<file path="src/rtl/argmax_collector_pkg.sv">
// Shared defaults and FSM encoding for the argmax collector.
package argmax_collector_pkg;

    localparam int N_NEURONS_DEF = 10;
    localparam int DW_DEF        = 8;
    localparam int IDX_W_DEF     = 4;

    typedef enum logic [1:0] {
        IDLE = 2'd0,
        ACK  = 2'd1,
        SCAN = 2'd2,
        DONE = 2'd3
    } state_e;

endpackage

</file>
<file path="src/rtl/argmax_collector_cmp.sv">
// Signed strict-greater compare; an equal candidate loses so ties keep the earlier index.
module argmax_collector_cmp #(
    parameter int DW = 8
) (
    input  logic signed [DW-1:0] cand,
    input  logic signed [DW-1:0] best,
    output logic                 cand_wins
);

    assign cand_wins = (cand > best);

endmodule

</file>
<file path="src/rtl/argmax_collector.sv">
// Captures a layer's packed results over ready/received, scans them one per cycle and
// reports the argmax over done/ack. Define ARGMAX_TOP2_EN to also track the runner-up.
module argmax_collector
    import argmax_collector_pkg::*;
#(
    parameter int N_NEURONS = N_NEURONS_DEF,
    parameter int DW        = DW_DEF,
    parameter int IDX_W     = IDX_W_DEF
) (
    input  logic                      clk,
    input  logic                      rst,
    input  logic                      ready,
    input  logic [N_NEURONS*DW-1:0]   layer_data,
    output logic                      received,
    output logic                      done,
    input  logic                      ack,
    output logic [IDX_W-1:0]          class_idx,
    output logic signed [DW-1:0]      max_value
`ifdef ARGMAX_TOP2_EN
    ,
    output logic [IDX_W-1:0]          second_idx,
    output logic signed [DW-1:0]      second_val
`endif
);

    localparam logic [IDX_W-1:0]     LAST_IDX = IDX_W'(N_NEURONS - 1);
    localparam logic signed [DW-1:0] MIN_VAL  = {1'b1, {(DW-1){1'b0}}};

    state_e                    state_q, state_d;
    logic [N_NEURONS*DW-1:0]   cap_q, cap_d;
    logic [IDX_W-1:0]          cnt_q, cnt_d;
    logic                      received_q, received_d;
    logic                      done_q, done_d;
    logic [IDX_W-1:0]          idx_q, idx_d;
    logic signed [DW-1:0]      max_q, max_d;
    logic signed [DW-1:0]      elem;
    logic                      elem_gt_max;

    always_comb begin
        elem = '0;
        for (int i = 0; i < N_NEURONS; i++) begin
            if (cnt_q == IDX_W'(i)) elem = cap_q[DW*i +: DW];
        end
    end

    argmax_collector_cmp #(.DW(DW)) u_cmp_max (
        .cand      (elem),
        .best      (max_q),
        .cand_wins (elem_gt_max)
    );

`ifdef ARGMAX_TOP2_EN
    logic [IDX_W-1:0]     sec_idx_q, sec_idx_d;
    logic signed [DW-1:0] sec_val_q, sec_val_d;
    logic                 elem_gt_sec;

    argmax_collector_cmp #(.DW(DW)) u_cmp_sec (
        .cand      (elem),
        .best      (sec_val_q),
        .cand_wins (elem_gt_sec)
    );
`endif

    always_comb begin
        state_d    = state_q;
        cap_d      = cap_q;
        cnt_d      = cnt_q;
        received_d = received_q;
        done_d     = done_q;
        idx_d      = idx_q;
        max_d      = max_q;
`ifdef ARGMAX_TOP2_EN
        sec_idx_d  = sec_idx_q;
        sec_val_d  = sec_val_q;
`endif
        case (state_q)
            IDLE: begin
                if (ready) begin
                    cap_d      = layer_data;
                    received_d = 1'b1;
                    state_d    = ACK;
                end
            end
            ACK: begin
                // Four-phase: wait for the layer to drop ready before scanning.
                if (!ready) begin
                    received_d = 1'b0;
                    cnt_d      = '0;
                    state_d    = SCAN;
                end
            end
            SCAN: begin
                if (cnt_q == '0) begin
                    max_d = elem;
                    idx_d = '0;
`ifdef ARGMAX_TOP2_EN
                    sec_idx_d = '0;
                    sec_val_d = MIN_VAL;
`endif
                end else if (elem_gt_max) begin
                    max_d = elem;
                    idx_d = cnt_q;
`ifdef ARGMAX_TOP2_EN
                    sec_idx_d = idx_q;
                    sec_val_d = max_q;
                end else if (elem_gt_sec) begin
                    sec_idx_d = cnt_q;
                    sec_val_d = elem;
`endif
                end
                if (cnt_q == LAST_IDX) begin
                    cnt_d   = '0;
                    state_d = DONE;
                end else begin
                    cnt_d = cnt_q + 1'b1;
                end
            end
            DONE: begin
                // done rises on the first DONE edge; ack only counts once it is visible.
                if (done_q && ack) begin
                    done_d  = 1'b0;
                    state_d = IDLE;
                end else begin
                    done_d = 1'b1;
                end
            end
            default: state_d = IDLE;
        endcase
    end

    always_ff @(posedge clk or posedge rst) begin
        if (rst) begin
            state_q    <= IDLE;
            cap_q      <= '0;
            cnt_q      <= '0;
            received_q <= 1'b0;
            done_q     <= 1'b0;
            idx_q      <= '0;
            max_q      <= '0;
`ifdef ARGMAX_TOP2_EN
            sec_idx_q  <= '0;
            sec_val_q  <= '0;
`endif
        end else begin
            state_q    <= state_d;
            cap_q      <= cap_d;
            cnt_q      <= cnt_d;
            received_q <= received_d;
            done_q     <= done_d;
            idx_q      <= idx_d;
            max_q      <= max_d;
`ifdef ARGMAX_TOP2_EN
            sec_idx_q  <= sec_idx_d;
            sec_val_q  <= sec_val_d;
`endif
        end
    end

    assign received  = received_q;
    assign done      = done_q;
    assign class_idx = idx_q;
    assign max_value = max_q;
`ifdef ARGMAX_TOP2_EN
    assign second_idx = sec_idx_q;
    assign second_val = sec_val_q;
`endif

endmodule
</file>
<file path="config.mk">
export PLATFORM = sky130hd
export DESIGN_NAME = argmax_collector
export DESIGN_NICKNAME = d
export VERILOG_FILES = /design/src/rtl/argmax_collector_pkg.sv /design/src/rtl/argmax_collector_cmp.sv /design/src/rtl/argmax_collector.sv
export SDC_FILE = /design/constraint.sdc
export NUM_CORES = 1
export LEC_CHECK = 0
export BUFFER_PORTS_ARGS = -buffer_cell sky130_fd_sc_hd__buf_2
export CAP_MARGIN = 20
export CORE_UTILIZATION = 55
export DETAILED_ROUTE_END_ITERATION = 16
export MAX_ROUTING_LAYER = met4
export PLACE_DENSITY = 0.8
export SYNTH_ARGS = -nofsm -noshare
export SYNTH_HDL_FRONTEND = slang
export SYNTH_SLANG_ARGS = --single-unit
export TNS_END_PERCENT = 10
</file>
<file path="constraint.sdc">
create_clock -name clk -period 3.51 [get_ports clk]
set_input_delay 0 -clock clk [delete_from_list [all_inputs] [get_ports clk]]
set_output_delay 0 -clock clk [all_outputs]
set_load 0.02 [all_outputs]
</file>
---- After elaboration in Yosys (flattened, before gate mapping) ----
Cells that the tools add are included.
word-level totals
  output and inout bits ................... 14
  word-level logic and storage cells ...... 62
  register bits ........................... 100
  bits of input ports ..................... 84
operators by class
  $lt $le $gt $ge ......................... 1
  muxes and demuxes ....................... 26
  add/subtract/negate cells ............... 1
  equality and inequality tests ........... 16
  reductions and logical operators ........ 11
operators with widths
  cell                 count
  $mux 8               12
  $eq 4x3->1 const B   4
  $mux 4               4
  $eq 4x2->1 const B   2
  $eq 4x4->1 const B   2
  $gt 8x8->1           1
  $mux 2               4
  $ne 2x2->1 const B   4
  $pmux 2 s4           1
  $pmux 4 s2           1
  $reduce_and 2->1     3
  $reduce_bool 2->1    3
  $add 4x1->4 const B  1
  $eq 2x2->1 const B   2
  $eq 4x1->1 const B   1
  $logic_not 4->1      1
  $reduce_and 4->1     1
  $mux 1               3
  $reduce_and 3->1     1
  $eq 2x1->1 const B   1
  $logic_not 2->1      1
  $pmux 1 s2           1
  $logic_and 1x1->1    1

---- Depth between registers and ports, before layout ----
  word-level depth ........................ 14
  depth in mapped cells ................... 13
  depth with buffers taken out ............ 10

---- By module ----
A second synthesis with hierarchy kept.
unflattened totals
  cells, all modules ...................... 433
  area total of the unflattened synthesis .. 5106.1 um^2
modules (own cells, without submodules)
  module                cells an instance  area an instance (um^2)  times used  seq. area each (um^2)
  argmax_collector      403                4895.9                   1           2502.4
  argmax_collector_cmp  30                 210.2                    1           0.0

---- Worst setup path after synthesis ----
OpenSTA, ideal clock, no wires.
  path kind ............................... flip-flop to flip-flop
  start point ............................. register cnt_q[2]
  end point ............................... register idx_q[0] (netlist: class_idx[0])
  library setup time ...................... 0.125 ns
  path buffers ............................ 2
  clock period less this slack ............ 2.931 ns
  slack ................................... 0.579 ns
  cell stages (with the launch flop) ...... 12
  data required time ...................... 3.385 ns
  data arrival time ....................... 2.806 ns
  path through ............................ dfrtp_1 > and2_0 > clkbuf_1 > a211o_1 > a211oi_1 > o31ai_1 > ha_1 > a2111oi_0 > a21oi_1 > o21ai_1 > buf_4 > mux2_2
between the ends
  word-level cells in the longest chain between the ends .. 14
  elaborated cells between the ends (all ways) .. 24
  classes of those cells .................. 1 x order compare; 9 x eq/ne; 11 x mux; 3 x reduce/logical
RTL lines
  element                               RTL line                    text
  start, declared                       argmax_collector.sv:31      logic [IDX_W-1:0] cnt_q, cnt_d;
  start signal, assigned                argmax_collector.sv:147     cnt_q <= cnt_d;
  $logic_not 4->1                       argmax_collector.sv:42      if (cnt_q == IDX_W'(i)) elem = cap_q[DW*i +: DW];
  $mux 8 (9 in a row)                   argmax_collector.sv:42
  $mux 8 *                              argmax_collector.sv:42
  named net elem[3]                     argmax_collector.sv:36      logic signed [DW-1:0] elem;
  $gt 8x8->1 *                          argmax_collector_cmp.sv:10  assign cand_wins = (cand > best);
  $reduce_bool 2->1 (no source line) *  --
  $reduce_and 2->1 (no source line) *   --
  end signal, assigned                  argmax_collector.sv:150     idx_q <= idx_d;
  end, declared                         argmax_collector.sv:34      logic [IDX_W-1:0] idx_q, idx_d;
The timed path passes the listed nets; every way through them passes the cells marked *.
A chain may end at the register's enable or synchronous reset.

---- Worst setup path in the final report ----
  start point ............................. register cnt_q[2]
  end point ............................... register max_q[1] (netlist: max_value[1])
between the ends
  word-level cells in the longest chain between the ends .. 14
  elaborated cells between the ends (all ways) .. 25
  classes of those cells .................. 1 x order compare; 9 x eq/ne; 12 x mux; 3 x reduce/logical
RTL lines
  element                               RTL line                    text
  $logic_not 4->1                       argmax_collector.sv:42
  $mux 8 (9 in a row)                   argmax_collector.sv:42
  $mux 8 *                              argmax_collector.sv:42
  named net elem[3]                     argmax_collector.sv:36
  $gt 8x8->1 *                          argmax_collector_cmp.sv:10
  $reduce_bool 2->1 (no source line) *  --
  $reduce_and 2->1 (no source line) *   --
  end signal, assigned                  argmax_collector.sv:151     max_q <= max_d;
  end, declared                         argmax_collector.sv:35      logic signed [DW-1:0] max_q, max_d;
The timed path passes the listed nets; every way through them passes the cells marked *. The select of a mux whose other input is x is not followed.

==> impl_metrics.tcl <==
set metrics [dict create \
    synth_cell_types 42 \
    grtUsageTotal 0.306 \
    die_y_um 96.5 \
    initial_utilization 0.566 \
    synth_compound_area_frac 0.100 \
    synth_xor_area_frac 0 \
    tightest_slew_ps 1040 \
    finalCritPeriodShare 0.934 \
    grt_pass1_wl_um 19900 \
    ir_drop_mv 0.483 \
    layout-drive-gt1-share 0.380 \
    finalSetupViolations 0 \
    core_um2 8680 \
    grt_pass1_vias 3939 \
    vias_per_cell 5.67 \
    synth-main-ff-cell "dfrtp_1" \
    wl_met2_um 6460 \
    routed.top_layer "met4" \
    p_sw_frac 0.386 \
    drc 0 \
    hold_viol 0 \
    crit_fanout 12 \
    layout.cells.most_common_list "dfrtp_1, buf_2, mux2_2" \
    nFillCells 541 \
    synth.cell_area_um2 4910 \
    yosys_warnings 0 \
    relSlewSlack 0.307 \
    rsz0062_at_grt "no" \
    worst_skew_pair.late_latency_ps 380 \
    p_switching_w 0.00226 \
    num_vias 3938 \
    power_frac_clock 0.139 \
    outcome "finished, final reports clean" \
    dp_hpwl_um 7680 \
    die_area_um2 9320 \
    slew_violations 0 \
    drt_iter0_markers 329 \
    grt_max_degree 84 \
    crit_type "register to register" \
    p_comb_frac 0.494 \
    wl_met3_um 657 \
    gp_congestion 0.851 \
    finalHoldWorstSlack_ps 130 \
    synth_nets 500 \
    dpl_worst_slack_ps 310 \
    worstPathRequired_ps 3770 \
    ant_nets 0 \
    final.setup.tns_ps 0 \
    skew_ps 14.2 \
    hp-class "input port to async pin" \
    ys_seq_area_frac 0.509 \
    firstDrtPassIters 4 \
    synthSimpleGateAreaFrac 0.0772 \
    seqPwrFrac 0.367 \
    ys_seq_elements 100 \
    tritoncts "done" \
    finalWorstSetupSlack_ps 232 \
    synth_mux_area_frac 0.246 \
    wl_per_cell_um 18.5 \
    end_kind "register" \
    power.internal_w 0.00359 \
    route.final.wire_length_um 12900 \
    antenna-diode-count 0 \
    synth_area_per_cell_um2 12.2 \
    mostFrequentLayoutCell "dfrtp_1" \
    clockBufferDepth 2 \
    cp-start-kind "register" \
    arrival_ps 3530 \
    synth_edf_count 0 \
    synthArstFlopShare 1.00 \
    synthCells 404 \
    p_per_area_nw_per_um2 888 \
    drv_cap 0 \
    overflow 0 \
    clk_pin_slew_ps 100 \
    io_pins 98 \
    syn2layout_area_growth_pct 34.1 \
    finalNetCount 678 \
    synth_top_family_by_area "multiplexers" \
    fin_crit_ps 3280 \
    wl_met1_um 5230 \
    rows 34 \
    timing.fmax_ghz 0.305 \
    synth-adder-area-share 0.0306 \
    cts_max_level 3 \
    root_buffer "clkbuf_8" \
    cts_buffers 9 \
    port_buffers 97 \
    antenna_found_initial 0 \
    fp.dieW_um 96.5 \
    clock_sinks 100 \
    leakagePower_nw 2.98 \
]
[critical path: stages, from the launching register on]
cell and delay (ps):
dfrtp_1 450, buf_4 200, or3b_1 520, nor2_1 180, a21oi_1 70, o31ai_1 120, ha_1 340, a2111oi_0 390
a21oi_1 120, o21ai_1 200, buf_4 230, mux2_2 340
[power by group through the flow]
stage | Combinational (W) | Sequential, W | Clock, W
after CTS | 0.00282 | 0.00211 | 0.000822
after global placement | 0.00266 | 0.00211 | 0
final | 0.00289 | 0.00214 | 0.000816
after detailed placement | 0.00272 | 0.00214 | 0
after global routing | 0.00314 | 0.00220 | 0.000875
after floorplan | 0.00202 | 0.00208 | 0
[cell families after synthesis]
logic type / count (synthesis)
compound gates: 74
mux: 107
buf+inv: 39
fa+ha+maj: 12
flops: 100
simple gates: 72
[per-layer routing]
layer | vias to the layer above | global-route usage
met1 | 1926 | 0.372
li1 | 1826 | -
met2 | 146 | 0.490
met3 | 40 | 0.0579
met5 | - | -
met4 | 0 | 0.151
[cell type report]
type                            instances  area, µm²  area share
Sequential cell                       100       2500       0.380
Multi-Input combinational cell        265       2240       0.340
Timing Repair Buffer                  192       1440       0.218
Tap cell                              108        135      0.0205
Clock buffer                           11        131      0.0199
Clock inverter                          5       85.1      0.0129
Inverter                               14       55.1     0.00836
[metrics by stage]
stage	util	instances	area, µm²	power [W]
floorplan	-	404	4910	0.00410
global placement	0.635	595	5510	0.00477
detailed placement	0.635	595	5510	0.00486
CTS	0.756	694	6560	0.00576
global route	0.759	695	6590	0.00622
finish	0.759	695	6590	0.00585
[sequential cells by signal, summed over array words and instances, names as in the netlist]
signal	count
cap_q	80
max_value	8
class_idx	4
cnt_q	4
state_q	2
done	1
received	1
[cell usage after synthesis (2+ instances only)]
| master | number | share of area |
|---|---|---|
| a2111oi_0 | 3 | 0.0053 |
| a211o_1 | 7 | 0.012 |
| a211oi_1 | 6 | 0.0092 |
| a21boi_0 | 2 | 0.0031 |
| a21oi_1 | 23 | 0.023 |
| and3_1 | 5 | 0.0064 |
| buf_1 | 7 | 0.0053 |
| buf_2 | 10 | 0.010 |
| buf_4 | 3 | 0.0046 |
| clkbuf_1 | 4 | 0.0031 |
| dfrtp_1 | 100 | 0.51 |
| ha_1 | 12 | 0.031 |
| inv_1 | 14 | 0.011 |
| mux2_2 | 92 | 0.21 |
| mux2i_1 | 13 | 0.026 |
| mux4_2 | 2 | 0.0092 |
| nand2_1 | 21 | 0.016 |
| nand3b_1 | 16 | 0.024 |
| nand4_1 | 2 | 0.0025 |
| nor2_1 | 15 | 0.011 |
| nor2b_1 | 2 | 0.0025 |
| nor3_1 | 3 | 0.0031 |
| o211ai_1 | 6 | 0.0092 |
| o21a_1 | 2 | 0.0031 |
| o21ai_0 | 11 | 0.011 |
| o22ai_1 | 2 | 0.0025 |
| o31ai_1 | 6 | 0.0092 |
[final timing paths]
check | start | end | slack (ps) | cells after the start
min in group clk | layer_data[77] | cap_q[77] | 380 | 3
min reg2reg | class_idx[1] | class_idx[1] | 510 | 1
max in group asynchronous | rst | cap_q[52] | 2780 | 4
max reg2reg | cnt_q[2] | max_value[1] | 230 | 11
min | rst | cap_q[28] | 130 | 3
max | cnt_q[2] | max_value[1] | 230 | 11
[timing repair]
action / in CTS / in global routing
hold buffers: 83 / 0
hold endpoints to repair: 164 / 0
gates resized for setup: 0 / 0
buffers inserted: 0 / 0
No activity file was read; power rests on OpenSTA's default activity.
